File: src/rtl/benes_cfg_arbiter.sv
// Four-way round-robin arbiter that owns the Benes switch-configuration load port.
// A grant is held for a whole burst and released on the last beat or on a starvation timeout.
module benes_cfg_arbiter #(
    parameter int unsigned CFG_W    = 32,
    parameter int unsigned MAX_IDLE = 16
) (
    input  logic               clk,
    input  logic               rst,
    input  logic [3:0]         req,
    input  logic [3:0]         s_valid,
    input  logic [4*CFG_W-1:0] s_data,
    input  logic [3:0]         s_last,
    output logic [3:0]         s_ready,
    output logic [3:0]         gnt,
    output logic [1:0]         gnt_id,
    output logic               busy,
    output logic               m_valid,
    output logic [CFG_W-1:0]   m_data,
    output logic               m_last,
    input  logic               m_ready,
    output logic               abort
);

    localparam int unsigned N_SRC = 4;
    localparam int unsigned CNT_W = 8;

    localparam logic [1:0] ST_IDLE    = 2'd0;
    localparam logic [1:0] ST_BUSY    = 2'd1;
    localparam logic [1:0] ST_RELEASE = 2'd2;

    logic [1:0]       state, state_d;
    logic [3:0]       gnt_d;
    logic [1:0]       gnt_id_d;
    logic             busy_d;
    logic             abort_d;
    logic [1:0]       ptr, ptr_d;
    logic [CNT_W-1:0] idle_cnt, idle_cnt_d;

    logic [1:0]       cand;
    logic [1:0]       pick;
    logic             pick_vld;
    logic             sel_valid;
    logic             hs;

    // Rotating priority search starting at ptr
    always_comb begin
        cand     = '0;
        pick     = '0;
        pick_vld = 1'b0;
        for (int i = 0; i < N_SRC; i++) begin
            cand = ptr + 2'(i);
            if (!pick_vld && req[cand]) begin
                pick     = cand;
                pick_vld = 1'b1;
            end
        end
    end

    // Zero-latency datapath mux, gated by the registered grant
    always_comb begin
        m_data = '0;
        for (int i = 0; i < N_SRC; i++) begin
            if (gnt_id == 2'(i)) begin
                m_data = s_data[i*CFG_W +: CFG_W];
            end
        end
    end

    assign sel_valid = s_valid[gnt_id];
    assign m_valid   = busy & sel_valid;
    assign m_last    = busy & s_last[gnt_id];
    assign s_ready   = gnt & {N_SRC{m_ready}};
    assign hs        = m_valid & m_ready;

    always_comb begin
        state_d    = state;
        gnt_d      = gnt;
        gnt_id_d   = gnt_id;
        busy_d     = busy;
        abort_d    = 1'b0;
        ptr_d      = ptr;
        idle_cnt_d = idle_cnt;
        case (state)
            ST_IDLE: begin
                if (pick_vld) begin
                    state_d    = ST_BUSY;
                    gnt_d      = 4'(1) << pick;
                    gnt_id_d   = pick;
                    busy_d     = 1'b1;
                    idle_cnt_d = '0;
                end
            end
            ST_BUSY: begin
                // A completing handshake always wins over an expiring counter
                if (hs && m_last) begin
                    state_d = ST_RELEASE;
                    gnt_d   = '0;
                    busy_d  = 1'b0;
                end else if (sel_valid) begin
                    idle_cnt_d = '0;
                end else if (idle_cnt + CNT_W'(1) == CNT_W'(MAX_IDLE)) begin
                    state_d = ST_RELEASE;
                    gnt_d   = '0;
                    busy_d  = 1'b0;
                    abort_d = 1'b1;
                end else begin
                    idle_cnt_d = idle_cnt + CNT_W'(1);
                end
            end
            ST_RELEASE: begin
                state_d    = ST_IDLE;
                ptr_d      = gnt_id + 2'd1;
                idle_cnt_d = '0;
            end
            default: begin
                state_d = ST_IDLE;
                gnt_d   = '0;
                busy_d  = 1'b0;
            end
        endcase
    end

    always_ff @(posedge clk or posedge rst) begin
        if (rst) begin
            state    <= ST_IDLE;
            gnt      <= '0;
            gnt_id   <= '0;
            busy     <= 1'b0;
            abort    <= 1'b0;
            ptr      <= '0;
            idle_cnt <= '0;
        end else begin
            state    <= state_d;
            gnt      <= gnt_d;
            gnt_id   <= gnt_id_d;
            busy     <= busy_d;
            abort    <= abort_d;
            ptr      <= ptr_d;
            idle_cnt <= idle_cnt_d;
        end
    end

endmodule

File: config.mk
export PLATFORM = sky130hd
export DESIGN_NAME = benes_cfg_arbiter
export DESIGN_NICKNAME = d
export VERILOG_FILES = /design/src/rtl/benes_cfg_arbiter.sv
export SDC_FILE = /design/constraint.sdc
export NUM_CORES = 1
export LEC_CHECK = 0
export ABC_AREA = 1
export BUFFER_PORTS_ARGS = -buffer_cell sky130_fd_sc_hd__buf_2
export CORE_MARGIN = 5
export CORE_UTILIZATION = 45
export DETAILED_ROUTE_END_ITERATION = 10
export PLACE_DENSITY = 0.91
export SLEW_MARGIN = 20
export SYNTH_ARGS = -nofsm -noshare
export SYNTH_HDL_FRONTEND = slang
export SYNTH_SLANG_ARGS = --single-unit
File: constraint.sdc
create_clock -name clk -period 6.04 [get_ports clk]
set_clock_uncertainty 0.2 [all_clocks]
set_input_delay 1.208 -clock clk [delete_from_list [all_inputs] [get_ports clk]]
set_output_delay 1.208 -clock clk [all_outputs]
set_load 0.02 [all_outputs]
==> results of run 1 <==
tightest hold or removal path: cells and delay by family (launching register included):
| family | cells | cell delay [ns] |
|---|---|---|
| AND/OR/NAND/NOR | 2 | 0.10 |
| flip-flops | 1 | 0.37 |
routing by layer:
layer / routed length [um] / up-vias
met1: 3670 / 1635
met2: 5000 / 182
met4: 157 / 0
met3: 1030 / 20
met5: 0 / -
li1: - / 1848
cells in the final DEF, fill, tap and decap left out, drive strengths merged, types with 3 or more instances in the layout:
cell / n
a21oi: 67
buf: 190
clkbuf: 3
dfrtp: 20
ha: 5
inv: 36
nand2: 240
nand3: 25
nand4: 3
nor2: 54
o21ai: 3
state kept, by name, indices dropped and copies added, names as in the netlist:
signal,count
state,2
idle_cnt,8
ptr,2
gnt,4
abort,1
gnt_id,2
busy,1
worst paths after layout:
kind,startpoint,to,cells past startpoint
max,gnt_id[0],m_data[30],7
max in group asynchronous,rst,idle_cnt[3],2
max reg2reg,ptr[0],gnt[0],10
min in group asynchronous,rst,gnt[1],2
min,gnt[1],gnt[1],2
min reg2reg,gnt[1],gnt[1],2
per-stage QoR:
step | hold WS (ns) | std cells | utilization | total power (W) | instance area [sq um]
final | 0.302 | 726 | 0.655 | 0.00179 | 3650
after global routing | 0.332 | 726 | 0.655 | 0.00195 | 3650
after CTS | 0.305 | 726 | 0.654 | 0.00178 | 3640
after detailed placement | 0.285 | 722 | 0.641 | 0.00164 | 3570
after global placement | 0.267 | 722 | 0.641 | 0.00161 | 3570
after floorplan | 0.255 | 482 | - | 0.00126 | 2620
cell families (layout without fill, tap and decap cells):
kind of cell               after synthesis  after routing
xor gates and xnor gates                 1              1
buffers and inverters                   59            231
AOI/OAI and AO/OA                       73             73
and+or+nand+nor                        324            324
adders and majority gates                5              5
DFF                                     20             20
power by group:
| part | leakage (nW) | switching (W) | internal [W] |
|---|---|---|---|
| Clock | 0.0357 | 0.0000504 | 0.0000886 |
| Combinational | 1.95 | 0.000959 | 0.000464 |
| Sequential | 0.263 | 0.0000541 | 0.000170 |
layout make-up:
type / instances / area (sq um) / share of cell area
Clock buffer: 3 / 41.3 / 0.0113
Clock inverter: 1 / 30.0 / 0.00822
Inverter: 37 / 139 / 0.0380
Multi-Input combinational cell: 403 / 1890 / 0.519
Timing Repair Buffer: 190 / 956 / 0.262
Tap cell: 72 / 90.1 / 0.0247
Sequential cell: 20 / 500 / 0.137
==> flow_summary.yaml, run 1 <==
synthesis:
  synth-compound-area-share: 0.146
  synthMuxAreaShare: 0
  async_flop_share: 1.00
  synth-adder-area-share: 0.0239
  yosys_warnings: 0
  synth_edf_count: 0
  yosys.area_share.simple: 0.547
  synth_seq_cells: 20
  synthFlopType: "dfrtp_1"
  yosys.area_share.xor_xnor: 0.00335
  synth_top_family_by_area: "simple AND/OR/NAND/NOR gates"
  ys_seq_area_frac: 0.191
  avgSynthCellArea_sq_um: 5.43
  synth_cell_type_count: 32
  synth_area_sq_um: 2620
  synth_area_leaders: "nand2_1, dfrtp_1, a21oi_1, nor2_1, inv_1"
  synth.largest_area_cell: "nand2_1"
  synth_top_cells_by_count: "nand2_1, a21oi_1, nor2_1, inv_1"
  syn_inst: 482
  synth_nets: 630
  yosys.area.top_type_share: 0.317
  yosysMostFrequentCell: "nand2_1"
worst_setup_path:
  cp_max_fo: 33
  worstPathCellList: "inv_2 -> ha_1 -> buf_4 -> inv_1 -> nor2_1 -> o31ai_1 -> buf_2"
  slowest_delay_ns: 0.71
  cp.required_ns: 4.63
  r2r_slack_ns: 3.99
  cp_slowest_cell: "inv_1"
  path_buf_inv: 4
  cp_top_family: "buffers and inverters"
  setup.worst_path.class: "register to output pin"
  timing.critical_path.from_type: "register"
  endpoint_kind: "output pin"
  worstPathArrival_ns: 2.67
final_layout:
  antennaDiodeCount: 0
  drive_above_1_share: 0.364
  syn_to_final_growth_pct: 39.5
  fillerInstances: 517
  nets: 803
global_route:
  grt_pass1_vias: 3512
  grt_max_degree: 35
  antenna_found_initial: 0
  grtUsageMet3: 0.0456
  top_usage_layer: "met2"
  grt_usage: 0.246
  grtUsageMet2: 0.463
  grt_pass1_wl_um: 15500
  met1_usage: 0.287
  globalRouteOverflowTotal: 0
sta:
  hold_viol: 0
  setup_tns_ns: 0
  worst_slack_ns: 1.96
  drv_slew: 0
  setup_viol: 0
  period_needed_ns: 4.08
  slew_headroom: 0.358
  worstMarginPinSlew_ns: 0.962
  max_clock_freq_ghz: 0.245
  rsz0062_at_grt: "no"
  fin_crit_sh: 0.675
route:
  dr.pass1.iters: 5
  ant_nets: 0
  drt_wl_total_um: 9860
  routedWlPerCell_um: 13.6
  vias_per_cell: 5.08
  vias: 3685
  drt_iter0_markers: 147
  drc_errors: 0
worst_hold_path:
  hp-class: "register to register"
clock_network:
  cts_resized: 0
  cts_tree: "yes"
  cts_buffer_depth: 2
  clock-sinks: 20
  postCtsSetupBuffers: 0
  htreeDepth: 1
  root_buffer: "clkbuf_8"
  clkLatencyLatePin_ns: 0.27
  hold_buffers: 0
  clk_pin_slew_ns: 0.08
  numCtsBuffers: 3
run:
  drv_cap: 0
floorplan:
  row_count: 27
  dieArea_sq_um: 7440
  coreArea_sq_um: 5570
  initial_core_util: 0.470
  die_y_um: 86.3
  io_pins: 189
  chipWidth_um: 86.3
power_and_ir_drop:
  powerDensity_nw_per_um2: 489
  leakagePower_nw: 2.25
  vdd_drop_max_v: 0.000400
placement:
  dpl.hpwl_um: 7870
  port-buffer-count: 188
  place.gp.congestion: 0.899
  preCtsSetupSlack_ns: 1.73
outcome:
  outcome: "finished clean"
Power figures use the tool's default switching activity.
==> inputs of run 2 (changes only) <==
--- a/config.mk
+++ b/config.mk
@@ -5,12 +5,12 @@
 export SDC_FILE = /design/constraint.sdc
 export NUM_CORES = 1
 export LEC_CHECK = 0
-export ABC_AREA = 1
+export ABC_AREA = 0
 export BUFFER_PORTS_ARGS = -buffer_cell sky130_fd_sc_hd__buf_2
 export CORE_MARGIN = 5
-export CORE_UTILIZATION = 45
+export CORE_UTILIZATION = 40
 export DETAILED_ROUTE_END_ITERATION = 10
-export PLACE_DENSITY = 0.91
+export PLACE_DENSITY = 0.86
 export SLEW_MARGIN = 20
 export SYNTH_ARGS = -nofsm -noshare
 export SYNTH_HDL_FRONTEND = slang
==> constraint.sdc (replaced) <==
create_clock -name clk -period 3.8 [get_ports clk]
set_clock_uncertainty 0.2 [all_clocks]
set_input_delay 0.76 -clock clk [delete_from_list [all_inputs] [get_ports clk]]
set_output_delay 0.76 -clock clk [all_outputs]
set_load 0.02 [all_outputs]
==> run 2 against run 1 <==
Synthesized cell count shrank 26%; clock-buffer cell count increased by 1; sequential power is 57% higher; die area down 0.93%; clock power up 19%; via count decreased by 11%; setup slack worse by 1.6 ns; register-to-register slack got worse by 2.7 ns; highest routed layer unchanged; critical path depth is the same.
==> flow_summary.yaml, run 2 <==
clock_network:
  clkLatencyLatePin_ns: 0.27
  hold_buffers: 0
  cts_buffer_depth: 2
  htreeDepth: 1
  root_buffer: "clkbuf_8"
  clock-sinks: 20
  cts_tree: "yes"
  numCtsBuffers: 3
  clk_pin_slew_ns: 0.07
  postCtsSetupBuffers: 0
  cts_resized: 0
worst_setup_path:
  cp_slowest_cell: "ha_2"
  cp_max_fo: 35
  path_buf_inv: 3
  slowest_delay_ns: 0.60
  endpoint_kind: "output pin"
  cpMostUsedCell: "a21oi_1"
  cp.required_ns: 2.84
  timing.critical_path.from_type: "register"
  worstPathArrival_ns: 2.44
  setup.worst_path.class: "register to output pin"
  worstPathCellList: "inv_1 -> ha_2 -> buf_4 -> a21oi_1 -> a21oi_1 -> o21ai_0 -> buf_2"
  cp_top_family: "buffers and inverters"
global_route:
  grt_pass1_vias: 3091
  antenna_found_initial: 0
  grt_usage: 0.241
  grt_max_degree: 39
  grt_pass1_wl_um: 14500
  globalRouteOverflowTotal: 0
synthesis:
  yosysMostFrequentCell: "nand2_1"
  synthFlopType: "dfrtp_1"
  synth_cell_type_count: 43
  syn_inst: 355
  synth_seq_cells: 20
  yosys_warnings: 0
  ys_seq_area_frac: 0.217
  synth_top_cells_by_count: "nand2_1, a21oi_1, o21ai_0, nand3b_1"
  synth_area_sq_um: 2300
  avgSynthCellArea_sq_um: 6.49
  synth.largest_area_cell: "dfrtp_1"
  synth_area_leaders: "dfrtp_1, a21oi_1, nand2_1, nand3b_1, o21ai_0"
  synth_nets: 503
  async_flop_share: 1.00
  yosys.area.top_type_share: 0.217
  synth_edf_count: 0
final_layout:
  largest_reg_flops: 8
  drive_above_1_share: 0.395
  layout_common_cells: "buf_2, nand2_1, a21oi_1, o21ai_0, nand3b_1"
  nets: 678
  layout_commonest_cell: "buf_2"
  regMostFlops: "idle_cnt"
  fillerInstances: 522
  multi_input_comb_area_sq_um: 1660
  syn_to_final_growth_pct: 45.5
  antennaDiodeCount: 0
  largestRegisters: "idle_cnt: 8 flops, gnt: 4 flops"
  register_area_sq_um: 500
power_and_ir_drop:
  p_seq_frac: 0.144
  combPwrFrac: 0.789
  leakagePower_nw: 1.64
  p_int_w: 0.00107
  p_sw_w: 0.00137
  vdd_drop_max_v: 0.000391
  powerDensity_nw_per_um2: 729
  power.share.clock: 0.067
  sw_frac_of_total: 0.562
run:
  drv_cap: 0
floorplan:
  io_pins: 189
  initial_core_util: 0.416
  die_y_um: 85.9
  dieArea_sq_um: 7370
  chipWidth_um: 85.9
  coreArea_sq_um: 5540
  row_count: 27
sta:
  rsz0062_at_grt: "no"
  drv_slew: 0
  fin_crit_sh: 0.896
  hold_viol: 0
  period_needed_ns: 3.40
  setup_tns_ns: 0
  slew_headroom: 0.486
  setup_viol: 0
  max_clock_freq_ghz: 0.294
  worstMarginPinSlew_ns: 0.770
  holdWs_ns: 0.349
route:
  drt_wl_total_um: 9210
  drc_errors: 0
  drt_iter0_markers: 115
  routedWlPerCell_um: 15.3
  vias_per_cell: 5.44
  dr.pass1.iters: 4
  vias: 3267
  ant_nets: 0
placement:
  port-buffer-count: 188
  place.gp.congestion: 0.925
  dpl.hpwl_um: 7380
worst_hold_path:
  hp-class: "register to register"
outcome:
  outcome: "finished clean"
[run 2: stage by stage]
step	utilization	power, W	cells	instance area (sq um)	setup slack [ns]
after floorplan	-	0.00167	355	2300	0.834
after global placement	0.595	0.00224	597	3300	0.774
after detailed placement	0.595	0.00228	597	3300	0.683
after CTS	0.605	0.00245	601	3350	0.390
after global routing	0.605	0.00267	601	3350	0.205
final	0.605	0.00244	601	3350	0.397
[run 2: layout make-up]
type | count | share of cell area
Multi-Input combinational cell | 294 | 0.494
Inverter | 17 | 0.0190
Timing Repair Buffer | 194 | 0.294
Clock buffer | 4 | 0.0164
Sequential cell | 20 | 0.149
Tap cell | 72 | 0.0269
[run 2: kinds of logic (layout without fill, tap and decap cells)]
group	count (synthesis)	after routing	synth area share
and+or+nand+nor	152	152	0.338
buffers and inverters	41	215	0.0668
xor gates and xnor gates	1	1	0.00381
muxes	5	5	0.0277
DFF	20	20	0.217
AOI/OAI and AO/OA	131	131	0.319
adders and majority gates	5	5	0.0272
[run 2: worst min-delay path, cell delays in order (launching register included)]
cell and delay, ns:
dfrtp_1 0.40, inv_1 0.06, o22ai_1 0.05
[run 2: metal layers]
metal,GRT usage,vias to the layer above,routed length (um)
met4,0.0950,0,248
met5,0,-,0
met2,0.424,175,4650
met3,0.0355,23,873
li1,-,1591,-
met1,0.292,1478,3440
[run 2: power by group through the flow]
stage               Combinational (W)  Sequential [W]  Clock (W)
floorplan                     0.00130        0.000368          0
global placement              0.00189        0.000345          0
detailed placement            0.00193        0.000350          0
CTS                           0.00193        0.000349   0.000168
global route                  0.00213        0.000362   0.000179
finish                        0.00193        0.000352   0.000165
[run 2: path summary, 6_finish.rpt]
kind | from | to | slack, ns | cells after the start
min | gnt[3] | gnt[3] | 0.35 | 2
max | gnt_id[0] | m_data[29] | 0.40 | 7
max in group asynchronous | rst | ptr[1] | 2.49 | 2
min in group asynchronous | rst | busy | 0.42 | 2
max reg2reg | gnt_id[0] | gnt[2] | 1.30 | 4
min reg2reg | gnt[3] | gnt[3] | 0.35 | 2
